<file path="src/rtl/wb_port_arbiter.sv">
// wb_port_arbiter
//   Shares the single register-file write port between the in-order WB stage
//   and a long-latency unit (LLU). WB has priority; LLU results are queued and
//   drained in idle WB slots. A starved or full queue forces a drain by
//   stalling the pipeline. A pending-rd scoreboard lets ID interlock on queued
//   LLU destinations.
//
// Ports
//   clk, rst_n                 clock (rising edge), async active-low reset
//   wb_regwrite/wb_rd/wb_data  WB stage write request
//   llu_valid/llu_ready        LLU result handshake (valid & ready = accept)
//   llu_rd/llu_data            LLU result destination and value
//   id_rs1/id_rs2              ID source registers for the pending check
//   rf_we/rf_rd/rf_wdata       register-file write port
//   pipe_stall                 hold IF..WB; WB write is not performed
//   pend_hit                   nonzero id_rs1/id_rs2 matches a queued LLU rd
module wb_port_arbiter #(
  parameter int unsigned XLEN         = 32,
  parameter int unsigned DEPTH        = 4,
  parameter int unsigned STARVE_LIMIT = 8
) (
  input  logic            clk,
  input  logic            rst_n,
  input  logic            wb_regwrite,
  input  logic [4:0]      wb_rd,
  input  logic [XLEN-1:0] wb_data,
  input  logic            llu_valid,
  output logic            llu_ready,
  input  logic [4:0]      llu_rd,
  input  logic [XLEN-1:0] llu_data,
  input  logic [4:0]      id_rs1,
  input  logic [4:0]      id_rs2,
  output logic            rf_we,
  output logic [4:0]      rf_rd,
  output logic [XLEN-1:0] rf_wdata,
  output logic            pipe_stall,
  output logic            pend_hit
);

  localparam int unsigned AW = (DEPTH > 1) ? $clog2(DEPTH) : 1;
  localparam int unsigned CW = AW + 1;
  localparam int unsigned SW = $clog2(STARVE_LIMIT + 1);

  typedef enum logic [1:0] {IDLE, DRAIN, FORCE} state_t;

  state_t            state, state_next;
  logic [4:0]        q_rd   [DEPTH];
  logic [XLEN-1:0]   q_data [DEPTH];
  logic [AW-1:0]     wr_ptr, rd_ptr;
  logic [CW-1:0]     count, count_next;
  logic [SW-1:0]     starve;
  logic              wb_busy, push, pop, rf_we_raw;

  assign wb_busy   = wb_regwrite && (wb_rd != '0);
  // Ready depends on registered count only, so a full queue never accepts
  // even when a pop happens in the same cycle.
  assign llu_ready = (count < CW'(DEPTH));
  // x0 results are handshaken but never stored.
  assign push      = llu_valid && llu_ready && (llu_rd != '0);

  // Write-port mux and pop decision
  always_comb begin
    pop        = 1'b0;
    rf_we_raw  = 1'b0;
    rf_rd      = wb_rd;
    rf_wdata   = wb_data;
    pipe_stall = 1'b0;
    unique case (state)
      IDLE: begin
        rf_we_raw = wb_busy;
      end
      DRAIN: begin
        if (!wb_busy) begin
          pop       = (count != '0);
          rf_we_raw = pop;
          rf_rd     = q_rd[rd_ptr];
          rf_wdata  = q_data[rd_ptr];
        end else begin
          rf_we_raw = 1'b1;
        end
      end
      FORCE: begin
        pipe_stall = 1'b1;
        pop        = (count != '0);
        rf_we_raw  = pop;
        rf_rd      = q_rd[rd_ptr];
        rf_wdata   = q_data[rd_ptr];
      end
      default: begin
        rf_we_raw = 1'b0;
      end
    endcase
  end

  // Gated so that no write escapes while reset is held, whatever WB presents.
  assign rf_we = rf_we_raw && rst_n;

  assign count_next = count + CW'(push) - CW'(pop);

  always_comb begin
    state_next = state;
    unique case (state)
      IDLE:  if (push) state_next = DRAIN;
      DRAIN: begin
        if (count_next == '0)
          state_next = IDLE;
        else if ((count_next == CW'(DEPTH)) ||
                 ((starve == SW'(STARVE_LIMIT - 1)) && !pop))
          state_next = FORCE;
      end
      FORCE: if (count_next == '0) state_next = IDLE;
      default: state_next = IDLE;
    endcase
  end

  always_ff @(posedge clk or negedge rst_n) begin
    if (!rst_n) begin
      state  <= IDLE;
      wr_ptr <= '0;
      rd_ptr <= '0;
      count  <= '0;
      starve <= '0;
    end else begin
      state <= state_next;
      count <= count_next;
      if (push) wr_ptr <= wr_ptr + 1'b1;
      if (pop)  rd_ptr <= rd_ptr + 1'b1;
      if ((state_next == IDLE) || pop)
        starve <= '0;
      else if ((state == DRAIN) && wb_busy && (starve < SW'(STARVE_LIMIT - 1)))
        starve <= starve + 1'b1;
    end
  end

  // Payload storage needs no reset: entries are only read while counted valid.
  always_ff @(posedge clk) begin
    if (push) begin
      q_rd[wr_ptr]   <= llu_rd;
      q_data[wr_ptr] <= llu_data;
    end
  end

  // An entry is valid when its distance from the read pointer is below count;
  // pointer subtraction wraps naturally because DEPTH is a power of two.
  always_comb begin
    logic [AW-1:0] off;
    pend_hit = 1'b0;
    off      = '0;
    for (int unsigned i = 0; i < DEPTH; i++) begin
      off = AW'(i) - rd_ptr;
      if (CW'(off) < count) begin
        if ((id_rs1 != '0) && (q_rd[i] == id_rs1)) pend_hit = 1'b1;
        if ((id_rs2 != '0) && (q_rd[i] == id_rs2)) pend_hit = 1'b1;
      end
    end
  end

endmodule

</file>
<file path="config.mk">
export PLATFORM = sky130hd
export DESIGN_NAME = wb_port_arbiter
export DESIGN_NICKNAME = d
export VERILOG_FILES = /design/src/rtl/wb_port_arbiter.sv
export SDC_FILE = /design/constraint.sdc
export NUM_CORES = 1
export LEC_CHECK = 0
export BUFFER_PORTS_ARGS = -buffer_cell sky130_fd_sc_hd__buf_2
export CAP_MARGIN = 20
export CORE_MARGIN = 2
export CORE_UTILIZATION = 47
export CTS_BUF_LIST = sky130_fd_sc_hd__clkbuf_4 sky130_fd_sc_hd__clkbuf_8
export DETAILED_ROUTE_END_ITERATION = 16
export GPL_ROUTABILITY_DRIVEN = 0
export PLACE_DENSITY = 0.74
export SETUP_SLACK_MARGIN = 0.4
export SYNTH_ARGS = -nofsm -noshare
export SYNTH_HDL_FRONTEND = slang
export SYNTH_SLANG_ARGS = --single-unit
</file>
<file path="constraint.sdc">
create_clock -name clk -period 9.2 [get_ports clk]
set_input_delay 0 -clock clk [delete_from_list [all_inputs] [get_ports clk]]
set_output_delay 0 -clock clk [all_outputs]
set_load 0.03 [all_outputs]
</file>
==> results.yml <==
layout:
  utilization: 0.582
  drive_above_1_share: 0.343
  fill_cells: 1168
  seq_area_mm2: 0.00477
  stdcell_count: 789
  area_delta_synth_final_pct: 21.5
  nets: 691
  multi_input_area_mm2: 0.00231
timing:
  slew_headroom: 0.280
  setup_violations: 0
  min_period_ps: 3990
  slew_viol_final: 0
  rsz0062_at_grt: "false"
  min_period_over_period: 0.434
  tns_ps: 0
  worst_pin_slew_ps: 1080
  clock_skew_ps: 7.12
  max_freq_mhz: 250
  finalHoldViolations: 0
setup_path:
  cp_data_arrival_time_ps: 4280
  worstSetupPathType: "reg -> reg"
  path_max_fanout: 7
  r2r_slack_ps: 5210
  critPathCaptureType: "flip-flop"
  start_kind: "flip-flop"
  worstPathRequired_ps: 9490
clock_tree:
  cts_root_buffer: "clkbuf_8"
  ctsResizeCount: 0
  h-tree-depth: 4
  path_clk_slew_ps: 90
  cts.sinks: 161
  cts_tree: "built"
  insertion_delay_ps: 420
  cts_hold_buf: 40
  clockBufferDepth: 2
  numCtsBuffers: 17
  post_cts_buffers: 0
yosys:
  syn_area_per_cell_um2: 17.0
  synth_nets: 530
  netlist_instances: 426
  yosysWarnings: 0
  synth_area_mm2: 0.00726
  yosys_register_bits: 161
  post_synth_num_cell_types: 40
  yosysSeqAreaShare: 0.657
drt:
  dr.first_iter.drc_count: 294
  drc: 0
  num_vias: 4416
  first_pass_iters: 5
  via_per_inst: 5.60
  drt_wl_total_mm: 15.3
  ant_nets: 0
  routedWlPerCell_um: 19.3
floorplanning:
  die_y_um: 128
  die_w_um: 128
  core-area_mm2: 0.0151
  start_util: 0.479
  fp.dieArea_mm2: 0.0164
  rows: 45
  io_pins: 129
global_route:
  grt_pass1_vias: 4548
  grt_max_degree: 42
  track_usage: 0.194
  grt_pass1_wl_mm: 24.0
  antenna_found_initial: 1
  grt_overflow: 0
job:
  drv_cap: 0
power_and_ir_drop:
  power.density_mw_per_mm2: 281
  peakVddDrop_mv: 0.173
  p_total_w: 0.00248
  leakage_nw: 3.24
placement:
  dp_cells: 715
  hpwlAfterDp_mm: 9.60
  portBuffers: 128
run_status:
  status: "finished clean"
worst_hold_path:
  min_path_type: "in -> reg"
## critical path, cell delays in order (launching register included)
cell and delay (ps):
dfrtp_1 450, inv_1 90, ha_1 270, o21ai_0 250, nor2_1 60, o21ai_0 220
inv_1 190, ha_1 320, inv_1 40, ha_1 180, fa_1 370, xnor3_1 450
nor4_4 180, o2bb2ai_2 100, a222oi_1 580, nor3_1 110
## per-stage QoR
step | setup WS (ps) | hold slack (ps) | instance area, um2
global placement | 5430 | -91.3 | 8030
global route | 4940 | 118 | 8810
floorplan | 5610 | -296 | 7260
detailed placement | 5270 | -84.4 | 8030
CTS | 5220 | 66.0 | 8790
finish | 5210 | 100 | 8820
## sequential cells by signal, indices dropped and copies added (netlist names)
signal,cells
starve,4
wr_ptr,2
count,3
q_data,128
q_rd,20
rd_ptr,2
state,2
## worst paths after layout
kind	from	to	depth (start not counted)
setup / recovery	state[1]	starve[0]	15
hold / removal	wb_regwrite	state[1]	4
setup reg to reg	state[1]	starve[0]	15
hold reg to reg	starve[3]	starve[3]	2
max in group asynchronous	rst_n	rd_ptr[1]	4
min in group asynchronous	rst_n	count[2]	3
## power breakdown
| group | total, W | internal, W | switching, W | leakage, nW |
|---|---|---|---|---|
| registers | 0.00101 | 0.000919 | 0.0000941 | 1.51 |
| clock network | 0.000463 | 0.000215 | 0.000248 | 0.173 |
| logic | 0.000999 | 0.000432 | 0.000567 | 1.56 |
| total | 0.00248 | 0.00157 | 0.000909 | 3.24 |
## cell usage after synthesis (all sizes together)
master   instances  area [um2]
o2111ai          2        17.5
xor2            18         158
ha              15         188
or4              4        30.0
nand2b           1        6.26
nor2            10        37.5
dfrtp           13         325
clkbuf          15        56.3
inv             16        60.1
nand3           11        55.1
xnor2           27         236
and3b            1        8.76
mux4            37         833
edfxtp         148        4440
a222oi           1        10.0
o21ai           11        55.1
a21oi            8        40.0
nand4            1        6.26
mux2i            1        10.0
a22o            38         334
o32ai            1        8.76
nand2            3        11.3
fa               1        20.0
nor2b            2        12.5
nor4            10        77.6
buf             13        75.1
and2             6        42.5
nor3             4        20.0
xnor3            1        22.5
o2bb2ai          1        15.0
o21a             1        7.51
and3             1        6.26
o22ai            4        25.0
## final cells by class
class | count | area share
sequential | 161 | 0.541
multi-input combinational | 221 | 0.262
timing repair buffer | 170 | 0.122
clock buffer | 18 | 0.0274
tap | 188 | 0.0267
clock inverter | 14 | 0.0132
inverter | 16 | 0.00681
antenna | 1 | 0.000284
## layout by cell type (no fill, tap or decap), types with 8 or more instances in the layout
master / netlist / final
xnor2_1: 27 / 27
dfrtp_1: 13 / 11
buf_2: 6 / 128
dlygate4sd3_1: 0 / 40
xor2_1: 18 / 18
nand3_1: 11 / 11
nor2_1: 10 / 10
a21oi_1: 8 / 8
nor4_1: 9 / 9
mux4_2: 37 / 37
a22o_1: 37 / 37
edfxtp_1: 148 / 148
ha_1: 15 / 15
clkbuf_8: 0 / 17
o21ai_0: 9 / 9
inv_1: 16 / 16
## logic make-up after synthesis
logic type	Yosys count	synth area share
compound gates	67	0.0707
xor+xnor	46	0.0574
fa+ha+maj	16	0.0286
buf+inv	44	0.0264
flops	161	0.657
mux	38	0.116
simple gates	54	0.0433
## per-layer routing
| metal | part of all wire | GRT usage |
|---|---|---|
| met1 | 0.42 | 0.261 |
| met2 | 0.50 | 0.320 |
| met4 | 0.012 | 0.0582 |
| met5 | 0 | 0 |
| met3 | 0.066 | 0.0430 |
Power figures use the tool's default switching activity.
